[src/rtl/dpc_pkg.sv]
// dpc_pkg: shared definitions for the defective-pixel-correction stage.
//   dpc_state_t     - sequencer state encoding (IDLE, FILL, RUN, DRAIN)
//   DPC_JUDGE_LAT   - default dpc_judge latency, window-valid to judged data
//   DPC_BYPASS_THR  - threshold that no deviation exceeds, so the judge passes data through
package dpc_pkg;

    typedef enum logic [1:0] {
        ST_IDLE  = 2'd0,
        ST_FILL  = 2'd1,
        ST_RUN   = 2'd2,
        ST_DRAIN = 2'd3
    } dpc_state_t;

    localparam int         DPC_JUDGE_LAT  = 3;
    localparam logic [7:0] DPC_BYPASS_THR = 8'hFF;

endpackage

[src/rtl/dpc_pos_cnt.sv]
// dpc_pos_cnt: row/column tracker for the incoming pixel stream.
// Holds the position of the last accepted pixel and combinationally presents
// the position the pixel on the input would take if it is accepted now.
// A line ends on i_eol or when the column reaches IMG_W-1. A mismatch between
// the two is a length error, and the counter wraps anyway.
//   clk, reset      - clock, asynchronous active-high reset
//   i_clr           - hold the counters at zero (no frame in progress)
//   i_sof           - accepted start-of-frame pixel: it becomes (0,0)
//   i_adv           - accepted in-frame, non-SOF pixel: advance the position
//   i_eol           - end-of-line flag of the pixel on the input
//   o_cur_row/col   - position of the pixel on the input
//   o_line_end      - that pixel closes its line (explicit or forced)
//   o_len_err       - that pixel has a line-length mismatch
//   o_row/o_col     - position of the last accepted pixel
module dpc_pos_cnt #(
    parameter int IMG_W = 640,
    parameter int CW    = 12
) (
    input  logic          clk,
    input  logic          reset,
    input  logic          i_clr,
    input  logic          i_sof,
    input  logic          i_adv,
    input  logic          i_eol,
    output logic [CW-1:0] o_cur_row,
    output logic [CW-1:0] o_cur_col,
    output logic          o_line_end,
    output logic          o_len_err,
    output logic [CW-1:0] o_row,
    output logic [CW-1:0] o_col
);

    localparam logic [CW-1:0] LAST_COL = CW'(IMG_W - 1);

    logic [CW-1:0] row_q, row_d;
    logic [CW-1:0] col_q, col_d;
    // Set when the last accepted pixel closed its line: the next one starts a new row.
    logic          wrap_q, wrap_d;
    logic          at_last;

    always_comb begin
        o_cur_col  = wrap_q ? '0 : col_q + CW'(1);
        o_cur_row  = wrap_q ? row_q + CW'(1) : row_q;
        at_last    = (o_cur_col == LAST_COL);
        o_line_end = i_eol | at_last;
        o_len_err  = i_eol ^ at_last;
    end

    always_comb begin
        row_d  = row_q;
        col_d  = col_q;
        wrap_d = wrap_q;
        if (i_sof || i_clr) begin
            row_d  = '0;
            col_d  = '0;
            wrap_d = 1'b0;
        end else if (i_adv) begin
            row_d  = o_cur_row;
            col_d  = o_cur_col;
            wrap_d = o_line_end;
        end
    end

    always_ff @(posedge clk or posedge reset) begin
        if (reset) begin
            row_q  <= '0;
            col_q  <= '0;
            wrap_q <= 1'b0;
        end else begin
            row_q  <= row_d;
            col_q  <= col_d;
            wrap_q <= wrap_d;
        end
    end

    assign o_row = row_q;
    assign o_col = col_q;

endmodule

[src/rtl/dpc_seq.sv]
// dpc_seq: frame sequencer for the DPC stage.
// Tracks pixel position and raises o_win_valid one cycle after each pixel
// that completes a 3x3 neighbourhood. It shadows the enable/threshold at
// frame start, delays the window strobe by the judge latency, and reports
// frame completion and line-length/framing errors.
// Stream: i_pix_valid marks one accepted pixel per cycle, and there is no
// backpressure. i_sof and i_eol are meaningful only while i_pix_valid is high.
//   clk, reset        - clock, asynchronous active-high reset
//   i_dpc_en          - correction enable, sampled on SOF
//   i_dpc_threshold   - deviation threshold, sampled on SOF
//   i_pix_valid       - pixel accepted this cycle
//   i_sof, i_eol      - first pixel of frame / last pixel of line
//   o_dpc_threshold   - shadowed threshold (8'hFF when correction is off)
//   o_win_valid       - 3x3 window complete, to the judge
//   o_out_valid       - o_win_valid delayed JUDGE_LAT cycles
//   o_row, o_col      - position of the last accepted pixel
//   o_busy            - a frame is in progress or draining
//   o_frame_done      - one-cycle pulse after the last judged pixel
//   o_err_len         - sticky length/framing error, cleared by a clean SOF
//   o_state           - current sequencer state, for debug
module dpc_seq import dpc_pkg::*; #(
    parameter int IMG_W     = 640,
    parameter int IMG_H     = 480,
    parameter int CW        = 12,
    parameter int JUDGE_LAT = DPC_JUDGE_LAT
) (
    input  logic          clk,
    input  logic          reset,
    input  logic          i_dpc_en,
    input  logic [7:0]    i_dpc_threshold,
    input  logic          i_pix_valid,
    input  logic          i_sof,
    input  logic          i_eol,
    output logic [7:0]    o_dpc_threshold,
    output logic          o_win_valid,
    output logic          o_out_valid,
    output logic [CW-1:0] o_row,
    output logic [CW-1:0] o_col,
    output logic          o_busy,
    output logic          o_frame_done,
    output logic          o_err_len,
    output logic [1:0]    o_state
);

    localparam int             DW         = $clog2(JUDGE_LAT + 2);
    localparam logic [DW-1:0]  DRAIN_LAST = DW'(JUDGE_LAT);
    localparam logic [CW-1:0]  LAST_ROW   = CW'(IMG_H - 1);

    dpc_state_t           state_q;
    logic [DW-1:0]        drain_q;
    logic                 win_q;
    logic                 done_q;
    logic                 err_q;
    logic [7:0]           thr_q;
    logic [JUDGE_LAT-1:0] pipe_q;

    logic          sof_acc, in_frame, drain_last, adv, stray, sof_err, err_set, cnt_clr;
    logic [CW-1:0] cur_row, cur_col;
    logic          line_end, len_err;

    always_comb begin
        sof_acc    = i_pix_valid & i_sof;
        in_frame   = (state_q == ST_FILL) || (state_q == ST_RUN);
        drain_last = (state_q == ST_DRAIN) && (drain_q == DRAIN_LAST);
        adv        = i_pix_valid & ~i_sof & in_frame;
        stray      = i_pix_valid & ~i_sof & ~in_frame;
        // An SOF is clean only from IDLE or in the last DRAIN cycle. An SOF that
        // also carries EOL is flagged.
        sof_err    = sof_acc & (i_eol | in_frame | ((state_q == ST_DRAIN) & ~drain_last));
        err_set    = sof_err | stray | (adv & len_err);
        cnt_clr    = (state_q == ST_IDLE) || drain_last;
    end

    dpc_pos_cnt #(
        .IMG_W (IMG_W),
        .CW    (CW)
    ) u_pos_cnt (
        .clk        (clk),
        .reset      (reset),
        .i_clr      (cnt_clr),
        .i_sof      (sof_acc),
        .i_adv      (adv),
        .i_eol      (i_eol),
        .o_cur_row  (cur_row),
        .o_cur_col  (cur_col),
        .o_line_end (line_end),
        .o_len_err  (len_err),
        .o_row      (o_row),
        .o_col      (o_col)
    );

    always_ff @(posedge clk or posedge reset) begin
        if (reset) begin
            state_q <= ST_IDLE;
            drain_q <= '0;
            win_q   <= 1'b0;
            done_q  <= 1'b0;
            err_q   <= 1'b0;
            thr_q   <= DPC_BYPASS_THR;
        end else begin
            win_q  <= 1'b0;
            done_q <= 1'b0;

            if (sof_acc) begin
                thr_q <= i_dpc_en ? i_dpc_threshold : DPC_BYPASS_THR;
            end
            // A set takes priority over the clear, so a bad SOF leaves the flag up.
            if (err_set) begin
                err_q <= 1'b1;
            end else if (sof_acc) begin
                err_q <= 1'b0;
            end

            case (state_q)
                ST_IDLE: begin
                    if (sof_acc) begin
                        state_q <= ST_FILL;
                    end
                end
                ST_FILL: begin
                    if (sof_acc) begin
                        state_q <= ST_FILL;
                    end else if (adv && line_end && (cur_row == CW'(1))) begin
                        state_q <= ST_RUN;
                    end
                end
                ST_RUN: begin
                    if (sof_acc) begin
                        state_q <= ST_FILL;
                    end else if (adv) begin
                        // Rows 0-1 are already buffered, so any col>=2 pixel closes a window.
                        win_q <= (cur_col >= CW'(2));
                        if (line_end && (cur_row == LAST_ROW)) begin
                            state_q <= ST_DRAIN;
                            drain_q <= '0;
                        end
                    end
                end
                ST_DRAIN: begin
                    if (drain_last) begin
                        done_q <= 1'b1;
                    end
                    if (sof_acc) begin
                        state_q <= ST_FILL;
                    end else if (drain_last) begin
                        state_q <= ST_IDLE;
                    end else begin
                        drain_q <= drain_q + DW'(1);
                    end
                end
                default: begin
                    state_q <= ST_IDLE;
                end
            endcase
        end
    end

    // Mirrors the judge pipeline. It is never flushed by SOF, so windows already
    // issued for an aborted frame still emerge.
    always_ff @(posedge clk or posedge reset) begin
        if (reset) begin
            pipe_q <= '0;
        end else begin
            pipe_q[0] <= win_q;
            for (int i = 1; i < JUDGE_LAT; i++) begin
                pipe_q[i] <= pipe_q[i-1];
            end
        end
    end

    assign o_dpc_threshold = thr_q;
    assign o_win_valid     = win_q;
    assign o_out_valid     = pipe_q[JUDGE_LAT-1];
    assign o_busy          = (state_q != ST_IDLE);
    assign o_frame_done    = done_q;
    assign o_err_len       = err_q;
    assign o_state         = state_q;

endmodule

[config.mk]
export PLATFORM = sky130hd
export DESIGN_NAME = dpc_seq
export DESIGN_NICKNAME = d
export VERILOG_FILES = /design/src/rtl/dpc_pkg.sv /design/src/rtl/dpc_pos_cnt.sv /design/src/rtl/dpc_seq.sv
export SDC_FILE = /design/constraint.sdc
export NUM_CORES = 1
export LEC_CHECK = 0
export BUFFER_PORTS_ARGS = -buffer_cell sky130_fd_sc_hd__buf_2
export CAP_MARGIN = 20
export CORE_MARGIN = 4
export CORE_UTILIZATION = 40
export DETAILED_ROUTE_END_ITERATION = 6
export PLACE_DENSITY_LB_ADDON = 0.12
export SLEW_MARGIN = 5
export SYNTH_ARGS = -nofsm -noshare
export SYNTH_HDL_FRONTEND = slang
export SYNTH_SLANG_ARGS = --single-unit
[constraint.sdc]
create_clock -name clk -period 9.1 [get_ports clk]
set_clock_uncertainty 0.2 [all_clocks]
set_input_delay 0.91 -clock clk [delete_from_list [all_inputs] [get_ports clk]]
set_output_delay 0.91 -clock clk [all_outputs]
set_load 0.01 [all_outputs]
==> run metrics <==
DRT Pass-1 Iters 4; Switching Share 36.5%; Synth-to-Final Area Change 14.2%; P per Cell Area 179 nW/um2; Vias per Instance 5.17; final setup violation count 0; Sink Count 44; Final Hold Viols 0; number of buffers created by CTS 5; Int Power 340 uW; CP Launch Type flip-flop; Syn Std Cell Area 2610 um2; initial antenna violation count 0; FF+latch count, synth 44; achievable frequency 292 MHz; Util after Layout 47.0%; post-detail-place hpwl 4200 um; fin area 2990 um2; Setup TNS Final 0 ns; clk root buf clkbuf_8; Netlist cell types 46; H-tree Lvls 2; part of the cycle the worst path needs 37.6%; CTS Hold Bufs 0; Seq pwr share 46.0%; Placed Area 2890 um2; row count 29; clock network power share 24.5%; Routed Antenna Nets 0; Initial Util 41.2%; DR iter-0 viols 85; GR Util met2 23.8%; RSZ-0062 raised after global routing no; most frequent cell on the critical path nand4_1; post_cts resized 0; slowest cell on the critical path dfrtp_1; grt met1 use 22.6%; Die Footprint 7890 um2; Main synth FF type dfrtp_1; pre-CTS WS 5.69 ns; Placed Cells incl. Taps 410; most used routing layer met2; IO Pins 53; setup ws final 5.68 ns; post-route DRC violation count 0; Final Max Tran Viols 0; max-cap violations 0; Post-synth EDFFs 0; Syn Nets 322; fin crit period 3.42 ns; worst skew pair latency 0.30 ns; Post-Synthesis Cells 298; most common cell in the netlist nor2_1; setup bufs post-CTS 0; Ant. Diodes 0; Critical Path AT 3.41 ns; switching power 196 uW; placer congestion estimate 0.821; wire per inst 14.0 um; worst hold slack 0.156 ns; Clock transition at path regs 0.09 ns; I/O Buffers 52; post-synthesis sequential area ratio 42.5%; pin count of the biggest net entering global routing 45; CP Class flip-flop to flip-flop; synth cell count leaders 44 x nor2_1, 36 x dfrtp_1, 36 x nand2_1, 20 x a21oi_1, 17 x inv_1; status completed; leakage power 1.35 nW; Setup crit end kind flip-flop; Overflow after GRT 0; Yosys top cell by area dfrtp_1; first-pass GRT wire length 9830 um; via count 2162; Comb pwr share 29.6%; Chip Width 88.8 um; core area 6350 um2; Slew HR 37.7%; Syn Area/Cell 8.77 um2; Worst Path Max Fanout 9; Yosys warnings 0; GRT met3 Usage 3.26%; Req. time, crit path 9.08 ns; GRT Total Usage 15.8%; Hold Path Class flip-flop to flip-flop; Synth top area share 34.5%; Final Power 535 uW; Final Instance Count excl. Fillers 418; vias in the first global route 2033; CP Cell Sequence and4_1, nand4_1, xor2_1, nor2_1, nor4_1, nand4_1, ha_1, nor3_1, nand4_1, a211oi_1, o21ai_2, mux2_4; synth top area cells dfrtp_1 34%, dfstp_2 8.0%, nor2_1 6.3%, nand2_1 5.2%, ha_1 4.8%; Max clock buf depth 2; nets@finish 364; DIE HEIGHT 88.8 um; CP max stage delay 0.49 ns; Peak supply drop 0.108 mV; Least-Margin Pin Slew 0.934 ns; ys async rst share 100%; routed wire length 5860 um; share of post-route cells with drive strength above 1 22.9%; TritonCTS clock tree done
logic make-up after synthesis:
logic type	count (synthesis)	share of synthesized area (%)
AND/OR/NAND/NOR	132	25.4
AO/OA/AOI/OAI	50	12.0
flip-flops	44	42.5
buffers and inverters	34	5.60
XOR/XNOR	25	8.38
adder cells (fa/ha/maj)	10	4.79
multiplexers	3	1.34
area by class of cell:
class,instances,area [um2]
clock buffers,6,82.6
clock inverters,2,15.0
fillers,649,3360
inverters,17,63.8
multi-input cells,220,1360
flip-flops and latches,44,1110
well taps,77,96.3
repair buffers,52,260
power groups by stage:
stage	Sequential (mW)	Combinational (mW)	Clock [mW]
finish	0.246	0.158	0.131
global route	0.250	0.181	0.145
CTS	0.246	0.161	0.138
detailed placement	0.249	0.160	0
global placement	0.249	0.159	0
floorplan	0.241	0.126	0
path summary, 6_finish.rpt:
| check | start | endpoint | slack (ns) | depth (start not counted) |
|---|---|---|---|---|
| hold reg to reg | pipe_q[0] | pipe_q[1] | 0.16 | 0 |
| min in group asynchronous | reset | u_pos_cnt.o_col[1] | 0.62 | 2 |
| setup / recovery | u_pos_cnt.o_col[2] | o_state[0] | 5.68 | 12 |
| max in group asynchronous | reset | drain_q[1] | 7.50 | 2 |
| hold / removal | pipe_q[0] | pipe_q[1] | 0.16 | 0 |
| setup reg to reg | u_pos_cnt.o_col[2] | o_state[0] | 5.68 | 12 |
per-layer routing:
layer	vias up	routed length [um]	part of all wire, %
met5	-	0	0
met4	0	69	1.2
met3	7	305	5.2
met2	43	2630	45
met1	1008	2850	49
li1	1104	-	-
placed cells by master, fill, tap and decap left out, drive strengths merged, types with 5 or more instances in the layout:
cell type,netlist,layout
inv,17,17
xor2,14,14
nor3,5,5
nand2,36,36
a21oi,20,20
buf,9,52
dfrtp,36,36
clkbuf,8,6
a31oi,11,11
dfstp,8,8
ha,10,10
o21ai,7,7
nand3,12,12
nand4,9,9
nor2,44,44
xnor2,11,11
state kept, by name (all words and copies together), names as in the netlist:
name              cells
o_dpc_threshold       8
o_frame_done          1
drain_q               3
o_win_valid           1
u_pos_cnt.o_row      12
u_pos_cnt.o_col      12
o_err_len             1
u_pos_cnt.wrap_q      1
o_state               2
pipe_q                3
worst max-delay path: cells and delay by family, from the launching register on:
kind | cells | cell delay, ns
and+or+nand+nor | 7 | 1.54
DFF | 1 | 0.49
AOI/OAI and AO/OA | 2 | 0.40
muxes | 1 | 0.30
adders and majority gates | 1 | 0.25
xor gates and xnor gates | 1 | 0.15
Power figures use the tool's default switching activity.
